## src/rtl/seq_alu_pkg.sv

```systemverilog
// Shared definitions for the sequential ALU: op codes, FSM states and flag bit positions.
package seq_alu_pkg;

    localparam logic [2:0] OP_ADD   = 3'b000;
    localparam logic [2:0] OP_SUB   = 3'b001;
    localparam logic [2:0] OP_MUL   = 3'b010;
    localparam logic [2:0] OP_SHIFT = 3'b011;
    localparam logic [2:0] OP_OR    = 3'b100;
    localparam logic [2:0] OP_NOT   = 3'b101;
    localparam logic [2:0] OP_XOR   = 3'b110;
    localparam logic [2:0] OP_NAND  = 3'b111;

    typedef enum logic [1:0] {
        ST_IDLE = 2'd0,
        ST_MUL  = 2'd1,
        ST_DONE = 2'd2
    } state_t;

    localparam int FLG_C = 3;
    localparam int FLG_Z = 2;
    localparam int FLG_N = 1;
    localparam int FLG_V = 0;

endpackage

```

## src/rtl/seq_alu_mul.sv

```systemverilog
// Iterative unsigned shift-add multiplier: one partial product per cycle, WIDTH cycles per start.
module seq_alu_mul #(
    parameter int WIDTH = 8
) (
    input  logic                 clk,
    input  logic                 rst_n,
    input  logic                 start,
    input  logic [WIDTH-1:0]     a,
    input  logic [WIDTH-1:0]     b,
    output logic                 done,
    output logic [2*WIDTH-1:0]   product
);
    localparam int CW = $clog2(WIDTH + 1);

    logic [2*WIDTH-1:0] mcand;
    logic [2*WIDTH-1:0] acc;
    logic [2*WIDTH-1:0] acc_nxt;
    logic [WIDTH-1:0]   mplier;
    logic [CW-1:0]      cnt;

    // The last addition is exposed combinationally so the owner can register
    // the full product on the same edge the final iteration completes.
    assign acc_nxt = mplier[0] ? acc + mcand : acc;
    assign done    = (cnt == CW'(1));
    assign product = acc_nxt;

    always_ff @(posedge clk) begin
        if (!rst_n) begin
            mcand  <= '0;
            acc    <= '0;
            mplier <= '0;
            cnt    <= '0;
        end else if (start) begin
            mcand  <= {{WIDTH{1'b0}}, a};
            mplier <= b;
            acc    <= '0;
            cnt    <= CW'(WIDTH);
        end else if (cnt != '0) begin
            acc    <= acc_nxt;
            mcand  <= mcand << 1;
            mplier <= mplier >> 1;
            cnt    <= cnt - CW'(1);
        end
    end

endmodule

```

## src/rtl/seq_alu.sv

```systemverilog
// Registered multi-cycle ALU with valid/ready on both sides; one operation in flight.
// Handshake: a transfer happens on a rising edge where valid and ready are both 1.
module seq_alu
    import seq_alu_pkg::*;
#(
    parameter int WIDTH = 8
) (
    input  logic             clk,
    input  logic             rst_n,
    input  logic             in_valid,
    output logic             in_ready,
    input  logic [2:0]       op,
    input  logic [WIDTH-1:0] a,
    input  logic [WIDTH-1:0] b,
    output logic             out_valid,
    input  logic             out_ready,
    output logic [WIDTH-1:0] res,
    output logic [WIDTH-1:0] res_hi,
    output logic [3:0]       flags
);
    localparam int SHW = $clog2(WIDTH);

    state_t state;
    state_t state_nxt;

    logic               accept;
    logic               mul_start;
    logic               mul_done;
    logic [2*WIDTH-1:0] mul_prod;

    logic [WIDTH:0]     sum;
    logic [WIDTH:0]     diff;
    logic [2*WIDTH-1:0] shl;
    logic [2*WIDTH-1:0] shr;
    logic [SHW-1:0]     amt;
    logic               amt_big;
    logic [WIDTH-1:0]   alu_res;
    logic               alu_c;
    logic               alu_v;
    logic [3:0]         alu_flags;
    logic [3:0]         mul_flags;

    assign accept    = in_valid && (state == ST_IDLE);
    assign mul_start = accept && (op == OP_MUL);

    seq_alu_mul #(.WIDTH(WIDTH)) u_mul (
        .clk     (clk),
        .rst_n   (rst_n),
        .start   (mul_start),
        .a       (a),
        .b       (b),
        .done    (mul_done),
        .product (mul_prod)
    );

    // Shifts run through a double-width window so the bit that falls off
    // the end is still visible as the carry.
    assign amt     = b[SHW-1:0];
    assign amt_big = 32'(amt) >= WIDTH;
    assign sum     = {1'b0, a} + {1'b0, b};
    assign diff    = {1'b0, a} - {1'b0, b};
    assign shl     = {{WIDTH{1'b0}}, a} << amt;
    assign shr     = {a, {WIDTH{1'b0}}} >> amt;

    always_comb begin
        alu_res = '0;
        alu_c   = 1'b0;
        alu_v   = 1'b0;
        case (op)
            OP_ADD: begin
                alu_res = sum[WIDTH-1:0];
                alu_c   = sum[WIDTH];
                alu_v   = (a[WIDTH-1] == b[WIDTH-1]) && (sum[WIDTH-1] != a[WIDTH-1]);
            end
            OP_SUB: begin
                alu_res = diff[WIDTH-1:0];
                alu_c   = diff[WIDTH];
                alu_v   = (a[WIDTH-1] != b[WIDTH-1]) && (diff[WIDTH-1] != a[WIDTH-1]);
            end
            OP_SHIFT: begin
                if (!amt_big) begin
                    if (b[WIDTH-1]) begin
                        alu_res = shr[2*WIDTH-1:WIDTH];
                        alu_c   = shr[WIDTH-1];
                    end else begin
                        alu_res = shl[WIDTH-1:0];
                        alu_c   = shl[WIDTH];
                    end
                end
            end
            OP_OR:   alu_res = a | b;
            OP_NOT:  alu_res = ~a;
            OP_XOR:  alu_res = a ^ b;
            OP_NAND: alu_res = ~(a & b);
            default: alu_res = '0;
        endcase
    end

    always_comb begin
        alu_flags        = '0;
        alu_flags[FLG_C] = alu_c;
        alu_flags[FLG_Z] = (alu_res == '0);
        alu_flags[FLG_N] = alu_res[WIDTH-1];
        alu_flags[FLG_V] = alu_v;

        mul_flags        = '0;
        mul_flags[FLG_Z] = (mul_prod == '0);
        mul_flags[FLG_N] = mul_prod[2*WIDTH-1];
        mul_flags[FLG_V] = (mul_prod[2*WIDTH-1:WIDTH] != '0);
    end

    always_ff @(posedge clk) begin
        if (!rst_n) begin
            state <= ST_IDLE;
        end else begin
            state <= state_nxt;
        end
    end

    always_comb begin
        state_nxt = state;
        in_ready  = 1'b0;
        case (state)
            ST_IDLE: begin
                in_ready = 1'b1;
                if (in_valid) begin
                    state_nxt = (op == OP_MUL) ? ST_MUL : ST_DONE;
                end
            end
            ST_MUL: begin
                if (mul_done) begin
                    state_nxt = ST_DONE;
                end
            end
            ST_DONE: begin
                if (out_ready) begin
                    state_nxt = ST_IDLE;
                end
            end
            default: state_nxt = ST_IDLE;
        endcase
    end

    always_ff @(posedge clk) begin
        if (!rst_n) begin
            out_valid <= 1'b0;
            res       <= '0;
            res_hi    <= '0;
            flags     <= '0;
        end else begin
            out_valid <= (state_nxt == ST_DONE);
            if (accept && (op != OP_MUL)) begin
                res    <= alu_res;
                res_hi <= '0;
                flags  <= alu_flags;
            end else if ((state == ST_MUL) && mul_done) begin
                res    <= mul_prod[WIDTH-1:0];
                res_hi <= mul_prod[2*WIDTH-1:WIDTH];
                flags  <= mul_flags;
            end
        end
    end

endmodule
```

## config.mk

```make
export PLATFORM = sky130hd
export DESIGN_NAME = seq_alu
export DESIGN_NICKNAME = d
export VERILOG_FILES = /design/src/rtl/seq_alu_pkg.sv /design/src/rtl/seq_alu_mul.sv /design/src/rtl/seq_alu.sv
export SDC_FILE = /design/constraint.sdc
export NUM_CORES = 1
export LEC_CHECK = 0
export CAP_MARGIN = 20
export CORE_MARGIN = 2
export CORE_UTILIZATION = 30
export CTS_CLUSTER_DIAMETER = 60
export DETAILED_ROUTE_END_ITERATION = 12
export GPL_TIMING_DRIVEN = 0
export SYNTH_ARGS = -nofsm -noshare
export SYNTH_HDL_FRONTEND = slang
export SYNTH_HIERARCHICAL = 1
export SYNTH_SLANG_ARGS = --single-unit
```

## constraint.sdc

```tcl
create_clock -name clk -period 8.8 [get_ports clk]
set_input_delay 1.76 -clock clk [delete_from_list [all_inputs] [get_ports clk]]
set_output_delay 1.76 -clock clk [all_outputs]
set_load 0.1 [all_outputs]
```

After elaboration in Yosys (flattened, before gate mapping)
Index checks and enable logic that the tools add are counted.
{ "word_totals": {"out_inout_bits": 22, "elab_cells": 77, "regBits": 67, "in_bits": 23} }
{ "classes": {"addsub": 4, "reduce_logical": 16, "shifts": 2, "n_bitwise": 6, "n_eq_ne": 16, "n_mux": 22} }
{ "ops": {"columns": ["operator", "count"], "rows": [
  ["$mux 8", 7],
  ["$pmux 8 s7", 1],
  ["$add 16x16->16", 1],
  ["$logic_not 16->1", 1],
  ["$mux 16", 1],
  ["$mux 4", 4],
  ["$not 8->8", 2],
  ["$shr 16x3->16", 1],
  ["$eq 3x3->1 const B", 4],
  ["$add 8x8->9", 1],
  ["$shl 8x3->9", 1],
  ["$sub 8x8->9", 1],
  ["$and 8x8->8", 1],
  ["$logic_not 8->1", 1],
  ["$mux 2", 4],
  ["$or 8x8->8", 1],
  ["$reduce_bool 8->1", 1],
  ["$xor 8x8->8", 1],
  ["$eq 3x2->1 const B", 2],
  ["$logic_and 1x1->1", 6],
  ["$pmux 2 s3", 1],
  ["$eq 2x2->1 const B", 2],
  ["$eq 4x1->1 const B", 1],
  ["$reduce_bool 2->1", 2],
  ["14 further kinds", 18]
]} }

Longest topological paths before layout
Gate-level depths: netlist (run 1).
{ "depth": {"word_depth": 5, "ltp_mapped": 13, "depth_no_buf": 13} }

Hierarchy
Netlist (run 1), hierarchy kept.
{ "modules_own_cells": {"columns": ["module", "cells_each", "area_each_um2", "seq_area_each_um2", "instances"], "rows": [
  ["seq_alu_mul", 379, 3001.6, 880.8, 1],
  ["seq_alu", 371, 2851.5, 460.4, 1]
]} }

Worst setup path before layout (run 1)
No wires, ideal clock.
{ "synth_path": {"path_kind": "input to register", "startpoint": "input port b[2]", "endpoint": "register res[7]", "path_stages": 11, "t_arrival_ns": 3.795, "path_slack_ns": 4.882, "t_required_ns": 8.677, "path_buffers": 2, "setup_ns": 0.123, "path_cell_list": "buf_2 -> inv_2 -> ha_1 -> buf_2 -> o21ai_1 -> o21bai_1 -> a2111oi_0 -> or3_1 -> a311o_1 -> o21ai_0 -> a21boi_1"} }
{ "synth_via": {"elab_chain_cells": 4, "word_cells_on_any_way": 7, "cone_classes": "add/sub: 2; shift: 2; mux: 3"} }
{ "synth_rtl": {"columns": ["item", "line_no", "text"], "rows": [
  ["from (decl)", "seq_alu.sv:14", "input logic [WIDTH-1:0] b,"],
  ["branches (longest 2 deep; another with $sub 8x8->9)", null, null],
  ["$pmux 8 s7 *", "seq_alu.sv:69", "case (op)"],
  ["$mux 8 *", "seq_alu.sv:152", "if (accept && (op != OP_MUL)) begin"],
  ["to (signal assigned)", "seq_alu.sv:153", "res <= alu_res;"],
  ["to (signal assigned)", "seq_alu.sv:157", "res <= mul_prod[WIDTH-1:0];"],
  ["to (decl)", "seq_alu.sv:17", "output logic [WIDTH-1:0] res,"]
]} }
Mark *: on every way between the ends.
A chain may end at the register's enable or synchronous reset.

Final worst setup path (run 1)
{ "layout_path": {"startpoint": "input port b[1]", "endpoint": "register res[7]"} }
The elaborated chain is that of the path after synthesis.

==> metrics.txt, run 1 <==
most common cell after layout, fill and taps aside sky130_fd_sc_hd__nand2_1; max cap viols 0; capturing instance or port of the critical path res[7]$_SDFFE_PN0P_; antenna violations before repair 0; Worst R2R End flags[2]$_SDFFE_PN0P_; worst hold slack 452 ps; Register-to-Register Setup Slack 5220 ps; Crit. End Element flop; WL/cell 16.8 um; number of flops mapped to enable cells by yosys 0; CTS buffer count 9; area fraction of the dominant cell type after synthesis 22.9%; start of the worst register-to-register path u_mul/mcand[0]$_SDFFE_PN0P_; most frequent cells in the layout sky130_fd_sc_hd__nand2_1 (111), sky130_fd_sc_hd__a21oi_1 (71), sky130_fd_sc_hd__dfxtp_1 (67); synth-to-layout area growth 18.2%; number of vias per cell after detailed routing 5.44; synthesized-area fraction occupied by and/or/nand/nor cells 23.5%; routed via count 5841; Initial Utilization 30.3%; Sinks on Clock Net 67; x dimension of the die 144 um; distinct cell type count after synthesis 83; number of cells after detailed placement 1059; Routability Congestion 0.947; slew at the pin closest to its max-slew limit 1010 ps; run status completed; category of the worst setup path launch point input port; clock transition time at the flip-flop clock pins of the worst setup and hold paths 50 ps; total half-perimeter wirelength after legalization and detailed placement 13800 um; global-route wire length before repair 28900 um; Placement Setup Slack 3670 ps; H-tree lvl count 3; CP startpoint b[1]; worst ir drop on vdd 91.1 uV; total power after layout 1.14 mW; first drt pass iteration count 5; unrepaired setup endpoints after global routing false; Final #Nets 874; global router's overall resource usage 17.8%; number of placement rows 51; area leader, netlist sky130_fd_sc_hd__dfxtp_1; number of buffers inserted for hold repair after clock tree synthesis 0; largest family of logic cells by synthesized area compound AO/OA/AOI/OAI gates; WS Path Type in -> reg; residual antenna-violating net count after detailed routing 0; Synth Area in Adders 10.2%; I/O pin count 45; buffer levels on the longest clock path 2; Die Area 20600 um2; ys flop type sky130_fd_sc_hd__dfxtp_1; data arrival at the endpoint of the critical path 5000 ps; period utilisation layout 54.5%; share of cell area taken by muxes after synthesis 9.66%; Critical-path top delay cell sky130_fd_sc_hd__clkdlybuf4s50_1; CTS root buffer sky130_fd_sc_hd__clkbuf_16; worst slew margin relative to its limit 32.2%; yosys warns 6; flip-flop and latch count after synthesis 67; setup tns final 0 ps; violation count after the first detailed-route iteration 342; GRT overflow 0; FF-to-FF path depth 13; compound-gate portion of the synthesized area 26.1%; Routed WL 18000 um; final instance count without filler cells 1074; antenna fix cells 0; total setup buffers inserted after CTS 0; P per Cell Area 165 nW/um2; Post-Synthesis Cell Area 5850 um2; clock insertion delay at the later pin of the skew report 330 ps; final count of negative-setup-slack endpoints 0; share of cells above drive strength 1 8.78%; post-cts resize count 0; via count of the first global-routing pass 5331; Seq/Total Area, Yosys 22.9%; Remaining DRCs 0; cells along the critical path clkdlybuf4s50_1, buf_2, inv_1, ha_1, a211oi_1, o21bai_1, a2111oi_0, or3_1, a311o_1, o21ai_0, a21boi_1; die height 144 um; clock tree from TritonCTS done; Fin. Hold Viols 0; delay of the slowest cell on the worst path 710 ps; biggest fanout along the worst timing path 10; final-layout fill cell count 2077; count of buffers inserted at the top-level ports 44; final number of max-transition violations 0; LEAKAGE 2.62 nW; Post-Synth XOR/XNOR Area 1.95%; post-synth net total 819; Gate Count Post-Synth 750; Hold/Removal Path Class reg -> reg; PnR worst setup slack 4010 ps; cell types occupying the most area after synthesis sky130_fd_sc_hd__dfxtp_1 (23%), sky130_fd_sc_hd__ha_1 (9.2%), sky130_fd_sc_hd__nand2_1 (7.1%), sky130_fd_sc_hd__a21oi_1 (6.1%), sky130_fd_sc_hd__mux4_2 (3.8%); area inside the core boundary 19300 um2; final period demand of the worst path 4790 ps; achievable frequency 0.209 GHz; mean area per synthesized cell 7.80 um2; Worst EP required 9010 ps; asr flop ratio synth 0%; largest net degree at the start of global routing 13; worst setup skew after layout 4.51 ps
## how the worst min path moves through the flow
stage | start | endpoint | depth (start not counted)
after floorplan | u_mul/acc[2]$_SDFFE_PP0P_ | u_mul/acc[2]$_SDFFE_PP0P_ | 2
after global placement | res_hi[1]$_SDFFE_PP0P_ | res_hi[1]$_SDFFE_PP0P_ | 2
after detailed placement | res_hi[5]$_SDFFE_PP0P_ | res_hi[5]$_SDFFE_PP0P_ | 2
after CTS | res_hi[5]$_SDFFE_PP0P_ | res_hi[5]$_SDFFE_PP0P_ | 2
after global routing | res_hi[5]$_SDFFE_PP0P_ | res_hi[5]$_SDFFE_PP0P_ | 2
final | res_hi[2]$_SDFFE_PP0P_ | res_hi[2]$_SDFFE_PP0P_ | 2
## power breakdown
group	internal (mW)	switching [mW]	total, mW
registers	0.329	0.0215	0.350
clock network	0.233	0.129	0.362
logic	0.150	0.277	0.427
## cells in the mapped netlist (4+ instances only)
| library cell | count |
|---|---|
| sky130_fd_sc_hd__o21bai_1 | 5 |
| sky130_fd_sc_hd__a31oi_1 | 11 |
| sky130_fd_sc_hd__nand4_1 | 8 |
| sky130_fd_sc_hd__nor3_1 | 23 |
| sky130_fd_sc_hd__a21o_1 | 8 |
| sky130_fd_sc_hd__nand2b_1 | 10 |
| sky130_fd_sc_hd__and2_1 | 13 |
| sky130_fd_sc_hd__a22oi_1 | 6 |
| sky130_fd_sc_hd__nor2_1 | 41 |
| sky130_fd_sc_hd__xnor2_1 | 10 |
| sky130_fd_sc_hd__mux2_2 | 11 |
| sky130_fd_sc_hd__a211oi_1 | 10 |
| sky130_fd_sc_hd__buf_2 | 9 |
| sky130_fd_sc_hd__o31ai_1 | 10 |
| sky130_fd_sc_hd__nor4_1 | 11 |
| sky130_fd_sc_hd__o221ai_1 | 5 |
| sky130_fd_sc_hd__or3_1 | 9 |
| sky130_fd_sc_hd__ha_1 | 43 |
| sky130_fd_sc_hd__dfxtp_1 | 67 |
| sky130_fd_sc_hd__or2_2 | 5 |
| sky130_fd_sc_hd__o21ai_0 | 24 |
| sky130_fd_sc_hd__a21oi_1 | 71 |
| sky130_fd_sc_hd__nand2_1 | 111 |
| sky130_fd_sc_hd__o211ai_1 | 7 |
| sky130_fd_sc_hd__inv_1 | 33 |
| sky130_fd_sc_hd__nand3_1 | 15 |
| sky130_fd_sc_hd__clkbuf_1 | 33 |
| sky130_fd_sc_hd__mux2i_1 | 19 |
| sky130_fd_sc_hd__o21a_1 | 9 |
| sky130_fd_sc_hd__and3_1 | 4 |
| sky130_fd_sc_hd__o2111ai_1 | 6 |
| sky130_fd_sc_hd__nor2b_1 | 12 |
| sky130_fd_sc_hd__mux4_2 | 10 |
| sky130_fd_sc_hd__nor3b_1 | 4 |
## through the flow
stage	util, %	cell area (um2)
global placement	34.3	6630
detailed placement	34.3	6630
CTS	35.8	6920
floorplan	-	5850
global route	35.8	6920
finish	35.8	6920
## worst max-delay path, delay by kind of cell
kind	cells	cell delay, ps
AO/OA/AOI/OAI	6	1240
adder cells (fa/ha/maj)	1	370
buffers and inverters	3	1190
AND/OR/NAND/NOR	1	460
## cells by family (layout without fill, tap and decap cells)
kind of cell,after synthesis,count (layout)
and+or+nand+nor,279,279
AOI/OAI and AO/OA,223,223
buffers and inverters,81,140
DFF,67,67
adders and majority gates,46,46
muxes,41,41
xor gates and xnor gates,13,13
## state kept, by name, indices dropped and copies added (netlist names)
name	count
flags	4
out_valid	1
res	8
res_hi	8
state	2
u_mul/acc	16
u_mul/cnt	4
u_mul/mcand	16
u_mul/mplier	8
## routing by layer
metal	vias up	part of all wire, %	track usage (%)
met1	2753	46	24.3
met3	31	5.0	2.60
met5	-	0	0
met2	183	46	28.6
li1	2874	-	-
met4	0	2.7	6.14
## final cells by class
cell class	instances	area, um2	share of cell area [%]
sequential	67	1340	19.4
clock inverter	2	35.0	0.506
clock buffer	13	260	3.76
timing repair buffer	44	440	6.36
tap	265	332	4.79
inverter	35	131	1.90
multi-input combinational	602	4180	60.4
buffer	46	203	2.93
Power figures use the tool's default switching activity.
==> run 2, diff against run 1 <==
==> constraint.sdc (replaced) <==
create_clock -name clk -period 3.9 [get_ports clk]
set_input_delay 0.78 -clock clk [delete_from_list [all_inputs] [get_ports clk]]
set_output_delay 0.78 -clock clk [all_outputs]
set_load 0.1 [all_outputs]
==> run 2 against run 1 <==
Against the previous run:
- combinational power grew 130%
- clock power grew 130%
- largest power group unchanged
- sequential share of layout area is essentially flat
- highest routed layer unchanged
- sequential cell count is the same
- power up 130%
==> metrics.txt, run 2 (synthesized netlist as in run 1, its figures left out) <==
run status completed (unchanged); worst setup skew after layout 4.60 ps (was 4.51 ps); final period demand of the worst path 3690 ps; category of the worst setup path launch point input port (unchanged); biggest fanout along the worst timing path 10 (unchanged); antenna violations before repair 0 (unchanged); Remaining DRCs 0 (unchanged); Hold/Removal Path Class reg -> reg (unchanged); x dimension of the die 144 um (unchanged); Die Area 20600 um2 (unchanged); data arrival at the endpoint of the critical path 3960 ps (was 5000 ps); CTS root buffer sky130_fd_sc_hd__clkbuf_16 (unchanged); P per Cell Area 371 nW/um2 (was 165 nW/um2); global-route wire length before repair 28900 um (unchanged); Crit path top cell by count sky130_fd_sc_hd__clkbuf_1; final count of negative-setup-slack endpoints 0 (unchanged); total half-perimeter wirelength after legalization and detailed placement 13800 um (unchanged); leading registers by flop count u_mul/acc x16, u_mul/mcand x16 (unchanged); Initial Utilization 30.3% (unchanged); achievable frequency 0.271 GHz; CTS buffer count 9 (unchanged); area inside the core boundary 19300 um2 (unchanged); power share of the clock group 31.8% (about the same); number of cells after detailed placement 1059 (unchanged); Sinks on Clock Net 67 (unchanged); cells along the critical path clkdlybuf4s50_1, clkbuf_1, clkbuf_1, nor3_1, clkbuf_1, nor2b_1, buf_1, nand4_1, or3_1, nand3_1 (was clkdlybuf4s50_1, buf_2, inv_1, ha_1, a211oi_1, o21bai_1, a2111oi_0, or3_1, a311o_1, o21ai_0, a21boi_1); setup tns final 0 ps (unchanged); worst ir drop on vdd 206 uV (was 91.1 uV); number of placement rows 51 (unchanged); Worst EP required 4170 ps (was 9010 ps); LEAKAGE 2.63 nW (was 2.62 nW); global router's overall resource usage 17.8% (unchanged); slew at the pin closest to its max-slew limit 1010 ps (unchanged); Routed WL 18000 um (about the same); Crit. End Element flop (unchanged); most frequent cells in the layout sky130_fd_sc_hd__nand2_1 (111), sky130_fd_sc_hd__a21oi_1 (71), sky130_fd_sc_hd__dfxtp_1 (67) (unchanged); max cap viols 0 (unchanged); clock insertion delay at the later pin of the skew report 330 ps (about the same); dominant delay contributor by cell family on the critical path buffers and inverters (was compound AO/OA/AOI/OAI gates); combinational share of power 37.5% (about the same); GRT overflow 0 (unchanged); WL/cell 16.8 um (about the same); total setup buffers inserted after CTS 0 (unchanged); die height 144 um (unchanged); unrepaired setup endpoints after global routing false (unchanged); routed via count 5847 (was 5841); first drt pass iteration count 5 (unchanged); antenna fix cells 0 (unchanged); share of cells above drive strength 1 8.78% (unchanged); residual antenna-violating net count after detailed routing 0 (unchanged); Fin. Hold Viols 0 (unchanged); clock transition time at the flip-flop clock pins of the worst setup and hold paths 50 ps (about the same); most common cell after layout, fill and taps aside sky130_fd_sc_hd__nand2_1 (unchanged); clock tree from TritonCTS done (unchanged); violation count after the first detailed-route iteration 340 (was 342); Routability Congestion 0.947 (unchanged); I/O pin count 45 (unchanged); delay of the slowest cell on the worst path 590 ps (was 710 ps); fraction of power spent switching nets 37.6% (about the same); net switching component of the power 0.966 mW (was 0.428 mW); Final #Nets 874 (unchanged); synth-to-layout area growth 18.3% (was 18.2%); count of buffers inserted at the top-level ports 44 (unchanged); H-tree lvl count 3 (unchanged); WP buf/inv 5 (was 3); final number of max-transition violations 0 (unchanged); sequential power share 30.7% (about the same); worst slew margin relative to its limit 32.2% (unchanged); cell-internal power 1.61 mW (was 0.711 mW); buffer levels on the longest clock path 2 (unchanged); number of vias per cell after detailed routing 5.44 (about the same); Critical-path top delay cell sky130_fd_sc_hd__clkdlybuf4s50_1 (unchanged); final instance count without filler cells 1074 (unchanged); period utilisation layout 94.6%; via count of the first global-routing pass 5331 (unchanged); WS Path Type in -> reg (unchanged); largest net degree at the start of global routing 13 (unchanged)
## run 2: repair_timing
item | CTS | global route
setup endpoints to repair | 0 | 2
resized for setup | 0 | 2
hold buffers | 0 | 0
## run 2: final timing paths
kind / from / to / slack (ps) / cells past startpoint
worst max-delay path: op[2] / u_mul/acc[10]$_SDFFE_PP0P_ / 210 / 10
worst min-delay path: res_hi[2]$_SDFFE_PP0P_ / res_hi[2]$_SDFFE_PP0P_ / 450 / 2
worst max register to register: u_mul/mcand[0]$_SDFFE_PN0P_ / flags[2]$_SDFFE_PN0P_ / 310 / 13
worst min register to register: res_hi[2]$_SDFFE_PP0P_ / res_hi[2]$_SDFFE_PP0P_ / 450 / 2
## run 2: power groups by stage
stage               clock network (mW)  registers [mW]  logic [mW]
floorplan                            0           0.872       0.616
detailed placement                   0           0.804       0.959
CTS                              0.837           0.790       0.963
global route                     0.868           0.798        1.05
finish                           0.817           0.790       0.964
global placement                     0           0.804       0.951
## run 2: worst register-to-register path: stages, from the launching register on
cell and delay [ps]:
sky130_fd_sc_hd__dfxtp_1 330, sky130_fd_sc_hd__ha_1 260, sky130_fd_sc_hd__fa_1 500, sky130_fd_sc_hd__a21o_1 240, sky130_fd_sc_hd__a221oi_2 440, sky130_fd_sc_hd__a211oi_1 220
sky130_fd_sc_hd__o31a_1 320, sky130_fd_sc_hd__o31ai_1 490, sky130_fd_sc_hd__nor4_1 90, sky130_fd_sc_hd__nand2_1 150, sky130_fd_sc_hd__nor3_1 80, sky130_fd_sc_hd__a21oi_1 120
sky130_fd_sc_hd__nor2_1 50, sky130_fd_sc_hd__a41o_1 200
## run 2: area by class of cell
class / count / area (um2)
Buffer: 46 / 203
Clock buffer: 13 / 260
Clock inverter: 2 / 35.0
Fill cell: 2077 / 12400
Inverter: 35 / 131
Multi-Input combinational cell: 602 / 4180
Sequential cell: 67 / 1340
Tap cell: 265 / 332
Timing Repair Buffer: 44 / 443
## run 2: metrics by stage
step           area (um2)  hold slack [ps]  utilization [%]  power (mW)  worst slack [ps]
2_1_floorplan        5850              449                -        1.49               578
3_3_place_gp         6630              445             34.3        1.75              -265
3_5_place_dp         6630              448             34.3        1.76              -248
4_1_cts              6920              455             35.8        2.59              97.1
5_1_grt              6920              482             35.8        2.72             0.357
6_report             6920              452             35.8        2.57               210
## run 2: routing by layer
layer	global-route usage [%]	wire, um
met4	6.14	493
met1	24.3	8260
met3	2.60	898
met5	0	0
met2	28.6	8350
==> run 3, diff against run 2 <==
--- a/config.mk
+++ b/config.mk
@@ -5,6 +5,7 @@
 export SDC_FILE = /design/constraint.sdc
 export NUM_CORES = 1
 export LEC_CHECK = 0
+export ABC_CLOCK_PERIOD_IN_PS = 3900
 export CAP_MARGIN = 20
 export CORE_MARGIN = 2
 export CORE_UTILIZATION = 30
==> results of run 3 <==
The final DEF is identical to that of run 2; final timing and power are the same.
